[src/rtl/remote_comm_pkg.sv]
// Shared types and constants for the host-side BLE command transmitter.
package remote_comm_pkg;

  localparam int unsigned BYTE_W        = 8;
  localparam int unsigned BAUD_DIV_DFLT = 2604;
  localparam int unsigned TMO_CYC_DFLT  = 1 << 22;

  localparam logic [BYTE_W-1:0] RESP_DONE = 8'hA5;
  localparam logic [BYTE_W-1:0] RESP_BUSY = 8'h5A;

  typedef enum logic [1:0] {
    IDLE,
    TX_HI,
    TX_LO,
    WAIT_RESP
  } rc_state_t;

  // Command word, high byte goes out first.
  typedef struct packed {
    logic [BYTE_W-1:0] hi;
    logic [BYTE_W-1:0] lo;
  } rc_cmd_t;

endpackage

[src/rtl/remote_comm_if.sv]
// Host-facing command/response port of remote_comm.
interface remote_comm_if;
  import remote_comm_pkg::*;

  logic              snd_cmd;
  rc_cmd_t           cmd;
  logic              clr_resp_rdy;
  logic              cmd_snt;
  logic [BYTE_W-1:0] resp;
  logic              resp_rdy;
  logic              busy;
  logic              tmo;

  modport master (
    output snd_cmd, cmd, clr_resp_rdy,
    input  cmd_snt, resp, resp_rdy, busy, tmo
  );

  modport slave (
    input  snd_cmd, cmd, clr_resp_rdy,
    output cmd_snt, resp, resp_rdy, busy, tmo
  );
endinterface

[src/rtl/uart_xcvr.sv]
// 8N1 byte transmitter and receiver sharing one baud divisor.
// tx_done and rx_rdy are same-cycle strobes so callers can chain frames without a gap.
module uart_xcvr
  import remote_comm_pkg::*;
#(
  parameter int unsigned BAUD_DIV = BAUD_DIV_DFLT
) (
  input  logic              clk,
  input  logic              rst,
  input  logic              trmt,
  input  logic [BYTE_W-1:0] tx_data,
  output logic              tx_done,
  output logic              tx,
  input  logic              rx,
  output logic              rx_rdy,
  output logic [BYTE_W-1:0] rx_data
);

  localparam int unsigned CNT_W = $clog2(BAUD_DIV);
  localparam int unsigned IDX_W = 4;
  localparam int unsigned HALF  = BAUD_DIV / 2;

  logic             tx_busy_q, tx_busy_d;
  logic [CNT_W-1:0] tx_cnt_q, tx_cnt_d;
  logic [IDX_W-1:0] tx_idx_q, tx_idx_d;
  logic [8:0]       tx_shift_q, tx_shift_d;
  logic             tx_q, tx_d;
  logic             tx_baud_end;

  logic             rx_s1_q, rx_s1_d, rx_s2_q, rx_s2_d, rx_s3_q, rx_s3_d;
  logic             rx_busy_q, rx_busy_d;
  logic [CNT_W-1:0] rx_cnt_q, rx_cnt_d;
  logic [IDX_W-1:0] rx_idx_q, rx_idx_d;
  logic [8:0]       rx_shift_q, rx_shift_d;
  logic             rx_smp;

  // Transmit: idx 0 is the start bit, 1..8 data, 9 stop; reload on done for gapless chaining.
  always_comb begin
    tx_busy_d   = tx_busy_q;
    tx_cnt_d    = tx_cnt_q;
    tx_idx_d    = tx_idx_q;
    tx_shift_d  = tx_shift_q;
    tx_d        = tx_q;
    tx_baud_end = tx_busy_q && (tx_cnt_q == CNT_W'(BAUD_DIV - 1));
    tx_done     = tx_baud_end && (tx_idx_q == IDX_W'(9));
    if (tx_busy_q) tx_cnt_d = tx_baud_end ? '0 : tx_cnt_q + CNT_W'(1);
    if (tx_baud_end && !tx_done) begin
      tx_d       = tx_shift_q[0];
      tx_shift_d = {1'b1, tx_shift_q[8:1]};
      tx_idx_d   = tx_idx_q + IDX_W'(1);
    end
    if (tx_done) begin
      tx_busy_d = 1'b0;
      tx_d      = 1'b1;
    end
    if (trmt && (!tx_busy_q || tx_done)) begin
      tx_busy_d  = 1'b1;
      tx_d       = 1'b0;
      tx_shift_d = {1'b1, tx_data};
      tx_idx_d   = '0;
      tx_cnt_d   = '0;
    end
  end

  // Receive: sync, falling-edge start, mid-bit sampling; stop bit 0 discards the byte.
  always_comb begin
    rx_s1_d    = rx;
    rx_s2_d    = rx_s1_q;
    rx_s3_d    = rx_s2_q;
    rx_busy_d  = rx_busy_q;
    rx_cnt_d   = rx_cnt_q;
    rx_idx_d   = rx_idx_q;
    rx_shift_d = rx_shift_q;
    rx_smp     = rx_busy_q && (rx_cnt_q == '0);
    rx_rdy     = rx_smp && (rx_idx_q == IDX_W'(9)) && rx_s2_q;
    if (!rx_busy_q) begin
      if (rx_s3_q && !rx_s2_q) begin
        rx_busy_d = 1'b1;
        rx_cnt_d  = CNT_W'(HALF - 1);
        rx_idx_d  = '0;
      end
    end else if (rx_smp) begin
      rx_cnt_d   = CNT_W'(BAUD_DIV - 1);
      rx_shift_d = {rx_s2_q, rx_shift_q[8:1]};
      rx_idx_d   = rx_idx_q + IDX_W'(1);
      if (rx_idx_q == IDX_W'(9)) rx_busy_d = 1'b0;
    end else begin
      rx_cnt_d = rx_cnt_q - CNT_W'(1);
    end
  end

  always_ff @(posedge clk) begin
    if (rst) begin
      tx_busy_q  <= 1'b0;
      tx_cnt_q   <= '0;
      tx_idx_q   <= '0;
      tx_shift_q <= '1;
      tx_q       <= 1'b1;
      rx_s1_q    <= 1'b1;
      rx_s2_q    <= 1'b1;
      rx_s3_q    <= 1'b1;
      rx_busy_q  <= 1'b0;
      rx_cnt_q   <= '0;
      rx_idx_q   <= '0;
      rx_shift_q <= '0;
    end else begin
      tx_busy_q  <= tx_busy_d;
      tx_cnt_q   <= tx_cnt_d;
      tx_idx_q   <= tx_idx_d;
      tx_shift_q <= tx_shift_d;
      tx_q       <= tx_d;
      rx_s1_q    <= rx_s1_d;
      rx_s2_q    <= rx_s2_d;
      rx_s3_q    <= rx_s3_d;
      rx_busy_q  <= rx_busy_d;
      rx_cnt_q   <= rx_cnt_d;
      rx_idx_q   <= rx_idx_d;
      rx_shift_q <= rx_shift_d;
    end
  end

  assign tx      = tx_q;
  assign rx_data = rx_shift_q[8:1];

endmodule

[src/rtl/remote_comm.sv]
// Host-side command transmitter: sends a 16-bit command as two 8N1 bytes and
// waits for a one-byte robot response, flagging a timeout if none arrives.
module remote_comm
  import remote_comm_pkg::*;
#(
  parameter int unsigned BAUD_DIV = BAUD_DIV_DFLT,
  parameter int unsigned TMO_CYC  = TMO_CYC_DFLT
) (
  input  logic          clk,
  input  logic          rst,
  remote_comm_if.slave  bus,
  output logic          TX,
  input  logic          RX
);

  localparam int unsigned TMO_W = $clog2(TMO_CYC);

  rc_state_t         state_q, state_d;
  rc_cmd_t           cmd_q, cmd_d;
  logic [TMO_W-1:0]  tmo_cnt_q, tmo_cnt_d;
  logic              cmd_snt_q, cmd_snt_d;
  logic [BYTE_W-1:0] resp_q, resp_d;
  logic              resp_rdy_q, resp_rdy_d;
  logic              busy_q, busy_d;
  logic              tmo_q, tmo_d;

  logic              trmt_c;
  logic [BYTE_W-1:0] tx_data_c;
  logic              tx_done;
  logic              rx_rdy;
  logic [BYTE_W-1:0] rx_data;
  logic              tmo_exp_c;

  uart_xcvr #(.BAUD_DIV(BAUD_DIV)) u_xcvr (
    .clk     (clk),
    .rst     (rst),
    .trmt    (trmt_c),
    .tx_data (tx_data_c),
    .tx_done (tx_done),
    .tx      (TX),
    .rx      (RX),
    .rx_rdy  (rx_rdy),
    .rx_data (rx_data)
  );

  // Framing FSM; a captured byte outranks both clr_resp_rdy and timeout expiry.
  always_comb begin
    state_d    = state_q;
    cmd_d      = cmd_q;
    tmo_cnt_d  = tmo_cnt_q;
    cmd_snt_d  = 1'b0;
    resp_d     = resp_q;
    resp_rdy_d = resp_rdy_q;
    tmo_d      = tmo_q;
    trmt_c     = 1'b0;
    tx_data_c  = cmd_q.lo;
    tmo_exp_c  = (tmo_cnt_q == TMO_W'(TMO_CYC - 1));
    if (bus.clr_resp_rdy) resp_rdy_d = 1'b0;
    unique case (state_q)
      IDLE: begin
        if (bus.snd_cmd) begin
          state_d    = TX_HI;
          cmd_d      = bus.cmd;
          resp_rdy_d = 1'b0;
          tmo_d      = 1'b0;
          trmt_c     = 1'b1;
          tx_data_c  = bus.cmd.hi;
        end
      end
      TX_HI: begin
        if (tx_done) begin
          state_d   = TX_LO;
          trmt_c    = 1'b1;
          tx_data_c = cmd_q.lo;
        end
      end
      TX_LO: begin
        if (tx_done) begin
          state_d   = WAIT_RESP;
          cmd_snt_d = 1'b1;
          tmo_cnt_d = '0;
        end
      end
      WAIT_RESP: begin
        if (!tmo_exp_c) tmo_cnt_d = tmo_cnt_q + TMO_W'(1);
        if (rx_rdy) begin
          state_d = IDLE;
        end else if (tmo_exp_c) begin
          state_d = IDLE;
          tmo_d   = 1'b1;
        end
      end
      default: state_d = IDLE;
    endcase
    if (rx_rdy) begin
      resp_d     = rx_data;
      resp_rdy_d = 1'b1;
    end
    busy_d = (state_d != IDLE);
  end

  always_ff @(posedge clk) begin
    if (rst) begin
      state_q    <= IDLE;
      cmd_q      <= '0;
      tmo_cnt_q  <= '0;
      cmd_snt_q  <= 1'b0;
      resp_q     <= '0;
      resp_rdy_q <= 1'b0;
      busy_q     <= 1'b0;
      tmo_q      <= 1'b0;
    end else begin
      state_q    <= state_d;
      cmd_q      <= cmd_d;
      tmo_cnt_q  <= tmo_cnt_d;
      cmd_snt_q  <= cmd_snt_d;
      resp_q     <= resp_d;
      resp_rdy_q <= resp_rdy_d;
      busy_q     <= busy_d;
      tmo_q      <= tmo_d;
    end
  end

  assign bus.cmd_snt  = cmd_snt_q;
  assign bus.resp     = resp_q;
  assign bus.resp_rdy = resp_rdy_q;
  assign bus.busy     = busy_q;
  assign bus.tmo      = tmo_q;

endmodule

[src/flat_wrapper.sv]
// flat-port wrapper written by rule: the top's interface ports become plain ports
module remote_comm_flat import remote_comm_pkg::*;
#(
  parameter int unsigned BAUD_DIV = BAUD_DIV_DFLT,
  parameter int unsigned TMO_CYC  = TMO_CYC_DFLT
)
  (clk, rst, TX, RX, bus_snd_cmd, bus_cmd, bus_clr_resp_rdy, bus_cmd_snt, bus_resp, bus_resp_rdy, bus_busy, bus_tmo);
  remote_comm_if bus_i ();
  input  logic clk;
  input  logic rst;
  output logic TX;
  input  logic RX;
  input wire logic [$bits(bus_i.snd_cmd)-1:0] bus_snd_cmd;
  input wire logic [$bits(bus_i.cmd)-1:0] bus_cmd;
  input wire logic [$bits(bus_i.clr_resp_rdy)-1:0] bus_clr_resp_rdy;
  output wire logic [$bits(bus_i.cmd_snt)-1:0] bus_cmd_snt;
  output wire logic [$bits(bus_i.resp)-1:0] bus_resp;
  output wire logic [$bits(bus_i.resp_rdy)-1:0] bus_resp_rdy;
  output wire logic [$bits(bus_i.busy)-1:0] bus_busy;
  output wire logic [$bits(bus_i.tmo)-1:0] bus_tmo;
  assign bus_i.snd_cmd = bus_snd_cmd;
  assign bus_i.cmd = bus_cmd;
  assign bus_i.clr_resp_rdy = bus_clr_resp_rdy;
  assign bus_cmd_snt = bus_i.cmd_snt;
  assign bus_resp = bus_i.resp;
  assign bus_resp_rdy = bus_i.resp_rdy;
  assign bus_busy = bus_i.busy;
  assign bus_tmo = bus_i.tmo;
  remote_comm #(.BAUD_DIV(BAUD_DIV), .TMO_CYC(TMO_CYC)) u_core (.clk(clk), .rst(rst), .bus(bus_i), .TX(TX), .RX(RX));
endmodule
[config.mk]
export PLATFORM = sky130hd
export DESIGN_NAME = remote_comm_flat
export DESIGN_NICKNAME = d
export VERILOG_FILES = /design/src/rtl/remote_comm_pkg.sv /design/src/rtl/remote_comm_if.sv /design/src/rtl/uart_xcvr.sv /design/src/rtl/remote_comm.sv /design/src/flat_wrapper.sv
export SDC_FILE = /design/constraint.sdc
export NUM_CORES = 1
export LEC_CHECK = 0
export ABC_CLOCK_PERIOD_IN_PS = 2390
export BUFFER_PORTS_ARGS = -buffer_cell sky130_fd_sc_hd__buf_2
export CAP_MARGIN = 15
export CORE_MARGIN = 2
export CORE_UTILIZATION = 35
export CTS_BUF_LIST = sky130_fd_sc_hd__clkbuf_4 sky130_fd_sc_hd__clkbuf_8
export CTS_CLUSTER_SIZE = 14
export DETAILED_ROUTE_END_ITERATION = 16
export SETUP_SLACK_MARGIN = 0.5
export SLEW_MARGIN = 25
export SYNTH_ARGS = -nofsm -noshare
export SYNTH_HDL_FRONTEND = slang
export SYNTH_SLANG_ARGS = --single-unit
[constraint.sdc]
create_clock -name clk -period 2.39 [get_ports clk]
set_input_delay 0.239 -clock clk [delete_from_list [all_inputs] [get_ports clk]]
set_output_delay 0.239 -clock clk [all_outputs]
set_load 0.005 [all_outputs]
* Word-level counts from Yosys, hierarchy flattened
Cells that the tools add are included.
** Operators by class
- Add/subtract/negate cells :: 5
- Equality and inequality tests :: 13
- Muxes and demuxes :: 40
- Bitwise logic cells :: 1
- Reduce and logical (&&, ||, !) cells :: 28
** Operators by type and width (count)
- 2-to-1 mux 12 bit :: 4
- 2-to-1 mux 22 bit :: 2
- one-hot mux 22 bit (2 select lines) :: 1
- 2-to-1 mux 8 bit :: 4
- adder 22 x 1 -> 22 bit (second input constant) :: 1
- equality test 22 bit (second input constant) :: 1
- 2-to-1 mux 1 bit :: 18
- adder 12 x 1 -> 12 bit (second input constant) :: 1
- equality test 12 bit (second input constant) :: 1
- zero test 12 bit :: 1
- 2-to-1 mux 4 bit :: 3
- nonzero test 2 bit :: 6
- subtractor 12 x 1 -> 12 bit (second input constant) :: 1
- 2-to-1 mux 2 bit :: 5
- adder 4 x 1 -> 4 bit (second input constant) :: 2
- equality test 4 bit (second input constant) :: 2
- logical AND 1 bit :: 8
- one-hot mux 2 bit (4 select lines) :: 1
- inequality test 2 x 1 -> 1 bit (second input constant) :: 3
- inequality test 2 bit (second input constant) :: 3
- AND reduction 2 bit :: 3
- equality test 2 bit (second input constant) :: 2
- one-hot mux 1 bit (2 select lines) :: 2
- AND reduction 4 bit :: 1
- 8 further kinds :: 11
** Word-level totals
- Register bits after elaboration :: 99
- Logic and storage cells :: 107

* Logic depth before layout (Yosys ltp)
- Word-level depth :: 8
- Depth in mapped cells :: 8
- Gate-level depth less buffers :: 7

* Modules after synthesis
From an unflattened synthesis, not the netlist that was laid out.
** Unflattened totals
- Cell total of the unflattened synthesis :: 544
- Area total of the unflattened synthesis :: 4555.6 um^2
** By module, submodules not included
- uart_xcvr :: instances 1, cells each 298, area an instance 2580.0 um^2
- remote_comm :: instances 1, cells each 246, area an instance 1975.6 um^2

* Least setup slack after synthesis
No wires, ideal clock.
- Path kind :: reg-to-reg
- From :: register u_core.u_xcvr.tx_cnt_q[0]
- To :: register u_core.u_xcvr.tx_shift_q[0]
- Setup time :: 78 ps
- Data arrival time :: 1864 ps
- Data required time :: 2312 ps
- Slack :: 448 ps
- Cell stages (with the launch flop) :: 8
- Path buffers :: 1
- Cells stage by stage :: dfxtp_1 ha_1 and4b_1 nand4_1 or3_1 and2_0 clkbuf_1 a32oi_1
** Between the ends
- Word-level cells in the longest chain between the ends :: 7
- Elaborated cells between the ends (all ways) :: 11
** Ends and longest elaborated chain
- start: declaration :: line uart_xcvr.sv:24 : logic [CNT_W-1:0] tx_cnt_q, tx_cnt_d;
- start signal: assignment :: line uart_xcvr.sv:108 : tx_cnt_q <= tx_cnt_d;
- equality test 12 bit * :: line uart_xcvr.sv:44 : tx_baud_end = tx_busy_q && (tx_cnt_q == CNT_W'(BAUD_DIV - 1));
- logical AND 1 bit * :: line uart_xcvr.sv:44
- logical AND 1 bit :: line uart_xcvr.sv:45 : tx_done = tx_baud_end && (tx_idx_q == IDX_W'(9));
- 2-to-1 mux 1 bit :: line remote_comm.sv:71 : if (tx_done) begin
- one-hot mux 1 bit (2 select lines) :: line remote_comm.sv:59 : unique case (state_q)
- logical AND 1 bit :: line uart_xcvr.sv:56 : if (trmt && (!tx_busy_q || tx_done)) begin
- 2-to-1 mux 8 bit or nonzero test 2 bit (tied branches)
- end signal: assignment :: line uart_xcvr.sv:110 : tx_shift_q <= tx_shift_d;
- end: declaration :: line uart_xcvr.sv:26 : logic [8:0] tx_shift_q, tx_shift_d;
Every way passes the cells marked *; elsewhere a longest branch is shown, timed or not.
A chain may end at the register's enable or synchronous reset.

* Worst setup path in the final report
- From :: register u_core.u_xcvr.rx_cnt_q[6]
- To :: register u_core.u_xcvr.rx_idx_q[0]
** Between the ends
- Word-level cells in the longest chain between the ends :: 4
** Ends and longest elaborated chain
- start: declaration :: line uart_xcvr.sv:32 : logic [CNT_W-1:0] rx_cnt_q, rx_cnt_d;
- start signal: assignment :: line uart_xcvr.sv:116 : rx_cnt_q <= rx_cnt_d;
- zero test 12 bit :: line uart_xcvr.sv:74 : rx_smp = rx_busy_q && (rx_cnt_q == '0);
- logical AND 1 bit :: line uart_xcvr.sv:74
- inequality test 2 x 1 -> 1 bit (no line)
- AND reduction 2 bit (no line)
- end signal: assignment :: line uart_xcvr.sv:117 : rx_idx_q <= rx_idx_d;
- end: declaration :: line uart_xcvr.sv:33 : logic [IDX_W-1:0] rx_idx_q, rx_idx_d;
No other way between the ends.

==> summary by stage <==
Setup path
Counting both buffers and inverters, the worst setup path holds a total of 0. At the worst endpoint, the required time is 2.71 ns. The critical path crosses 4 cells after its start point. The slowest stage of the critical path belongs to the cell sky130_fd_sc_hd__or4_4. The maximum fanout along the worst path is 8. In this run the critical register-to-register path is launched from u_core.u_xcvr.rx_cnt_q[6]. The setup slack of the worst register-to-register path is around 0.48 ns. Broken down by cell family, the worst path's largest delay share belongs to simple AND/OR/NAND/NOR gates. In this run the critical register-to-register path is captured at u_core.u_xcvr.rx_idx_q[0].

The critical path goes through or4_4, or3_4, or3_1, a21oi_1. The critical path arrival is approximately 2.2 ns. The worst setup path is captured at a register. The type of the setup path with the least slack is reg2reg. The critical path starts at u_core.u_xcvr.rx_cnt_q[6]. The startpoint kind of the worst setup timing path is a register.

The worst setup path endpoint is u_core.u_xcvr.rx_idx_q[0]. The delay of the slowest critical-path stage is about 0.54 ns. The worst reg-to-reg path cell count is 4.

Detailed routing
The number of nets with antenna violations after detailed routing is 0. Dividing the detail-routed via count by the number of cells gives 5.15. The first-pass iteration count of the detailed router is 4. The detailed-route DRC error count is 0. The number of vias in the routed layout is approximately 3900. The wire length per cell after detailed routing is between 10 and 15 um.

The detailed router finished its first iteration with ~200 violations. The total wirelength of the detailed-routed design is about 10000 um.

Logic synthesis
The number of library cell types mapped by synthesis is 60. The number of nets handed over by synthesis was ~540. The share of flip-flops with an asynchronous set or reset after synthesis is 0%. The synthesized area per cell is between 8 and 9 um^2. The proportion of netlist area held by the largest area contributor is between 40% and 50%. Sorting the synthesized cells by area gives the leading types as sky130_fd_sc_hd__dfxtp_1 44%, sky130_fd_sc_hd__nand2_1 5.5%, sky130_fd_sc_hd__nor2_1 4.9%. Summed over all instances, the cell type with the most area after synthesis is sky130_fd_sc_hd__dfxtp_1.

The post-synthesis sequential element count is 98. In this run, synthesis inferred 0 flip-flops with an integrated enable. In the synthesized netlist, the number of instances is roughly 500.

The count of warnings emitted by yosys is 0. In this run the cell area of the synthesized design comes to 0.00443 mm^2. The most frequently used flop master after synthesis is sky130_fd_sc_hd__dfxtp_1.

The share of the Yosys chip area taken by registers is ~44%.

Die
The die is between 100 and 150 um wide. The overall die height is between 100 and 150 um. The number of placement rows is 41. Pin placement for this block handled 34 I/O pins. The initial standard-cell utilization of the core is between 30% and 40%.

The core region is between 0.01 and 0.015 mm^2. The area enclosed by the die boundary is 0.0136 mm^2.

STA
The number of hold violations in the final report is 0. The post-route worst hold slack is between 0.02 and 0.03 ns. Setup violations remaining at the end of the flow were counted as 0. The count of final max-slew check failures was 0. Timing would allow up to around 0.52 GHz. The relative slew slack is around two thirds. The transition at the pin with the smallest max-transition slack is around 0.50 ns.

Subtracting the final worst setup slack from the clock period gives ~1.9 ns. For the final database, setup skew stands at about 0.014 ns. Setup repair after global routing could not meet its margin everywhere. For the final routed database, the setup TNS stands at 0 ns. The final critical path takes up about four fifths of the cycle.

Placed design
The half-perimeter wire length after detailed placement is between 6000 and 7000 um. In this run the tool buffered the top-level ports with 33 buffer cells. The congestion estimate from routability-driven global placement came to about 0.83.

Power and ir drop
In this run the power density over the cells is 603 mW/mm^2. The power consumption is 3.27 mW. For this design the static power due to leakage is between 1.5 and 2 nW. Across the VDD grid, the largest voltage drop is between 0.3 and 0.4 mV.

Cells and area
In the layout the commonest cells are 88 x sky130_fd_sc_hd__dfxtp_1, 64 x sky130_fd_sc_hd__nand2_1, 58 x sky130_fd_sc_hd__nor2_1. Relative to the synthesized area, the layout overhead comes to 22.2%. The post-route netlist has approximately a quarter of its cells at a drive strength greater than 1. The antenna diode count is 0. The number of inserted filler cells in the final layout is approximately 1200. The commonest non-fill, non-tap cell in the layout is sky130_fd_sc_hd__dfxtp_1. The net count reported at finish is between 600 and 700.

Clock tree
TritonCTS built the clock tree. The H-tree depth is 3. The clock passes through at most 2 buffers. The tree is rooted in a sky130_fd_sc_hd__clkbuf_8.

The later pin in the worst-skew pair is clocked with a latency of between 0.3 and 0.4 ns. The number of sinks handled by clock tree synthesis is 98. The clock-pin slew on the worst setup and hold paths is around 0.10 ns. Clock tree synthesis inserted a total of 9 buffers.

Worst hold path
The worst hold path class is in2reg. The startpoint identified for the worst hold timing path is RX.

Global route
Across every metal layer, demand over resource in global routing totals ~16%. The wire length of the first global-routing pass is ~17000 um. The maximum number of pins on one net before global-route repair is 34.

The total congestion overflow after global routing is 0. The initial antenna violation count is 0. The via count of the first global-routing pass is 3710.

Outcome
The run finished with clean final reports.

Job
The count of maximum capacitance violations is 0.
==> kinds of logic after synthesis <==
logic type | synth area share [%]
compound gates | 11.7
flops | 44.3
mux | 4.07
fa+ha+maj | 2.26
xor+xnor | 6.13
buf+inv | 3.44
simple gates | 28.1
==> worst reg2reg max path: cells and delay by family (launching register included) <==
| family | cells | cell delay [ns] |
|---|---|---|
| compound gates | 1 | 0.14 |
| simple gates | 3 | 1.33 |
| flops | 1 | 0.39 |
==> area by class of cell <==
class / instances / area, um^2 / area share [%]
clock inverters: 4 / 33.8 / 0.624
clock buffers: 12 / 159 / 2.93
flip-flops and latches: 98 / 1990 / 36.7
repair buffers: 72 / 488 / 9.01
multi-input cells: 379 / 2490 / 45.9
inverters: 12 / 45.0 / 0.832
well taps: 172 / 215 / 3.97
==> synth_stat cells (3+ instances only) <==
cell type / count
sky130_fd_sc_hd__and4_1: 4
sky130_fd_sc_hd__nand2b_1: 4
sky130_fd_sc_hd__nor2b_1: 3
sky130_fd_sc_hd__nand3_1: 18
sky130_fd_sc_hd__a211oi_1: 5
sky130_fd_sc_hd__dfxtp_1: 98
sky130_fd_sc_hd__inv_1: 12
sky130_fd_sc_hd__or3_1: 8
sky130_fd_sc_hd__nor3_1: 20
sky130_fd_sc_hd__ha_1: 8
sky130_fd_sc_hd__mux2i_1: 18
sky130_fd_sc_hd__o21ai_0: 6
sky130_fd_sc_hd__a21oi_1: 32
sky130_fd_sc_hd__a311oi_1: 4
sky130_fd_sc_hd__nand4_1: 15
sky130_fd_sc_hd__o31ai_1: 3
sky130_fd_sc_hd__nor2_1: 58
sky130_fd_sc_hd__nor3_2: 3
sky130_fd_sc_hd__xor2_1: 7
sky130_fd_sc_hd__xnor2_1: 24
sky130_fd_sc_hd__a32oi_1: 8
sky130_fd_sc_hd__or4_1: 5
sky130_fd_sc_hd__a31oi_1: 7
sky130_fd_sc_hd__clkbuf_1: 12
sky130_fd_sc_hd__nor4_1: 8
sky130_fd_sc_hd__and3_1: 5
sky130_fd_sc_hd__or2_2: 5
sky130_fd_sc_hd__buf_2: 8
sky130_fd_sc_hd__nand2_1: 65
sky130_fd_sc_hd__and2_1: 5
==> what timing repair did <==
item | CTS | global route
pin swaps | 10 | 18
buffers inserted | 11 | 10
gates resized for setup | 31 | 28
endpoints found under the setup margin | 61 | 60
hold buffers | 0 | 0
cloned | 1 | 1
==> through the flow <==
stage,instance area [um^2],setup WS (ns),std cells,util [%]
floorplan,4450,0.498,512,-
detailed placement,4840,0.266,710,38.8
global placement,4840,0.342,710,38.8
global route,5420,0.399,749,43.4
CTS,5230,0.486,738,41.9
finish,5420,0.477,749,43.4
==> state kept, by name, summed over array words and instances (netlist names) <==
signal                    flops
u_core.u_xcvr.rx_shift_q      8
u_core.u_xcvr.rx_s3_q         1
u_core.u_xcvr.tx_cnt_q       12
u_core.u_xcvr.tx_busy_q       1
u_core.bus.busy               1
u_core.tmo_cnt_q             22
u_core.bus.tmo                1
u_core.bus.resp_rdy           1
u_core.u_xcvr.rx_s2_q         1
u_core.u_xcvr.tx              1
u_core.bus.cmd_snt            1
u_core.bus.resp               8
u_core.state_q                2
u_core.u_xcvr.tx_idx_q        4
u_core.u_xcvr.tx_shift_q      8
u_core.cmd_q                  8
u_core.u_xcvr.rx_busy_q       1
u_core.u_xcvr.rx_cnt_q       12
u_core.u_xcvr.rx_idx_q        4
u_core.u_xcvr.rx_s1_q         1
==> metal layers <==
layer / GRT usage (%) / routed length [um]
met5: 0 / 0
met4: 5.24 / 128
met3: 4.98 / 366
met2: 26.9 / 5040
met1: 19.9 / 4890
==> worst min path at each step <==
stage | end | slack [ns] | cells past startpoint
detailed placement | u_core.u_xcvr.rx_s2_q | 0.40 | 1
CTS | u_core.u_xcvr.rx_s1_q | 0.007 | 2
finish | u_core.u_xcvr.rx_s1_q | 0.03 | 2
floorplan | u_core.u_xcvr.rx_s1_q | 0.34 | 1
global placement | u_core.u_xcvr.rx_s2_q | 0.39 | 1
global route | u_core.u_xcvr.rx_s1_q | 0.006 | 2
==> where the power goes <==
part	leakage (nW)	switching [mW]	total (mW)	internal, mW
Sequential	0.802	0.0490	1.73	1.69
Combinational	1.05	0.260	0.475	0.215
Clock	0.102	0.600	1.06	0.459
Note: power is estimated with default switching activity, not from simulation.
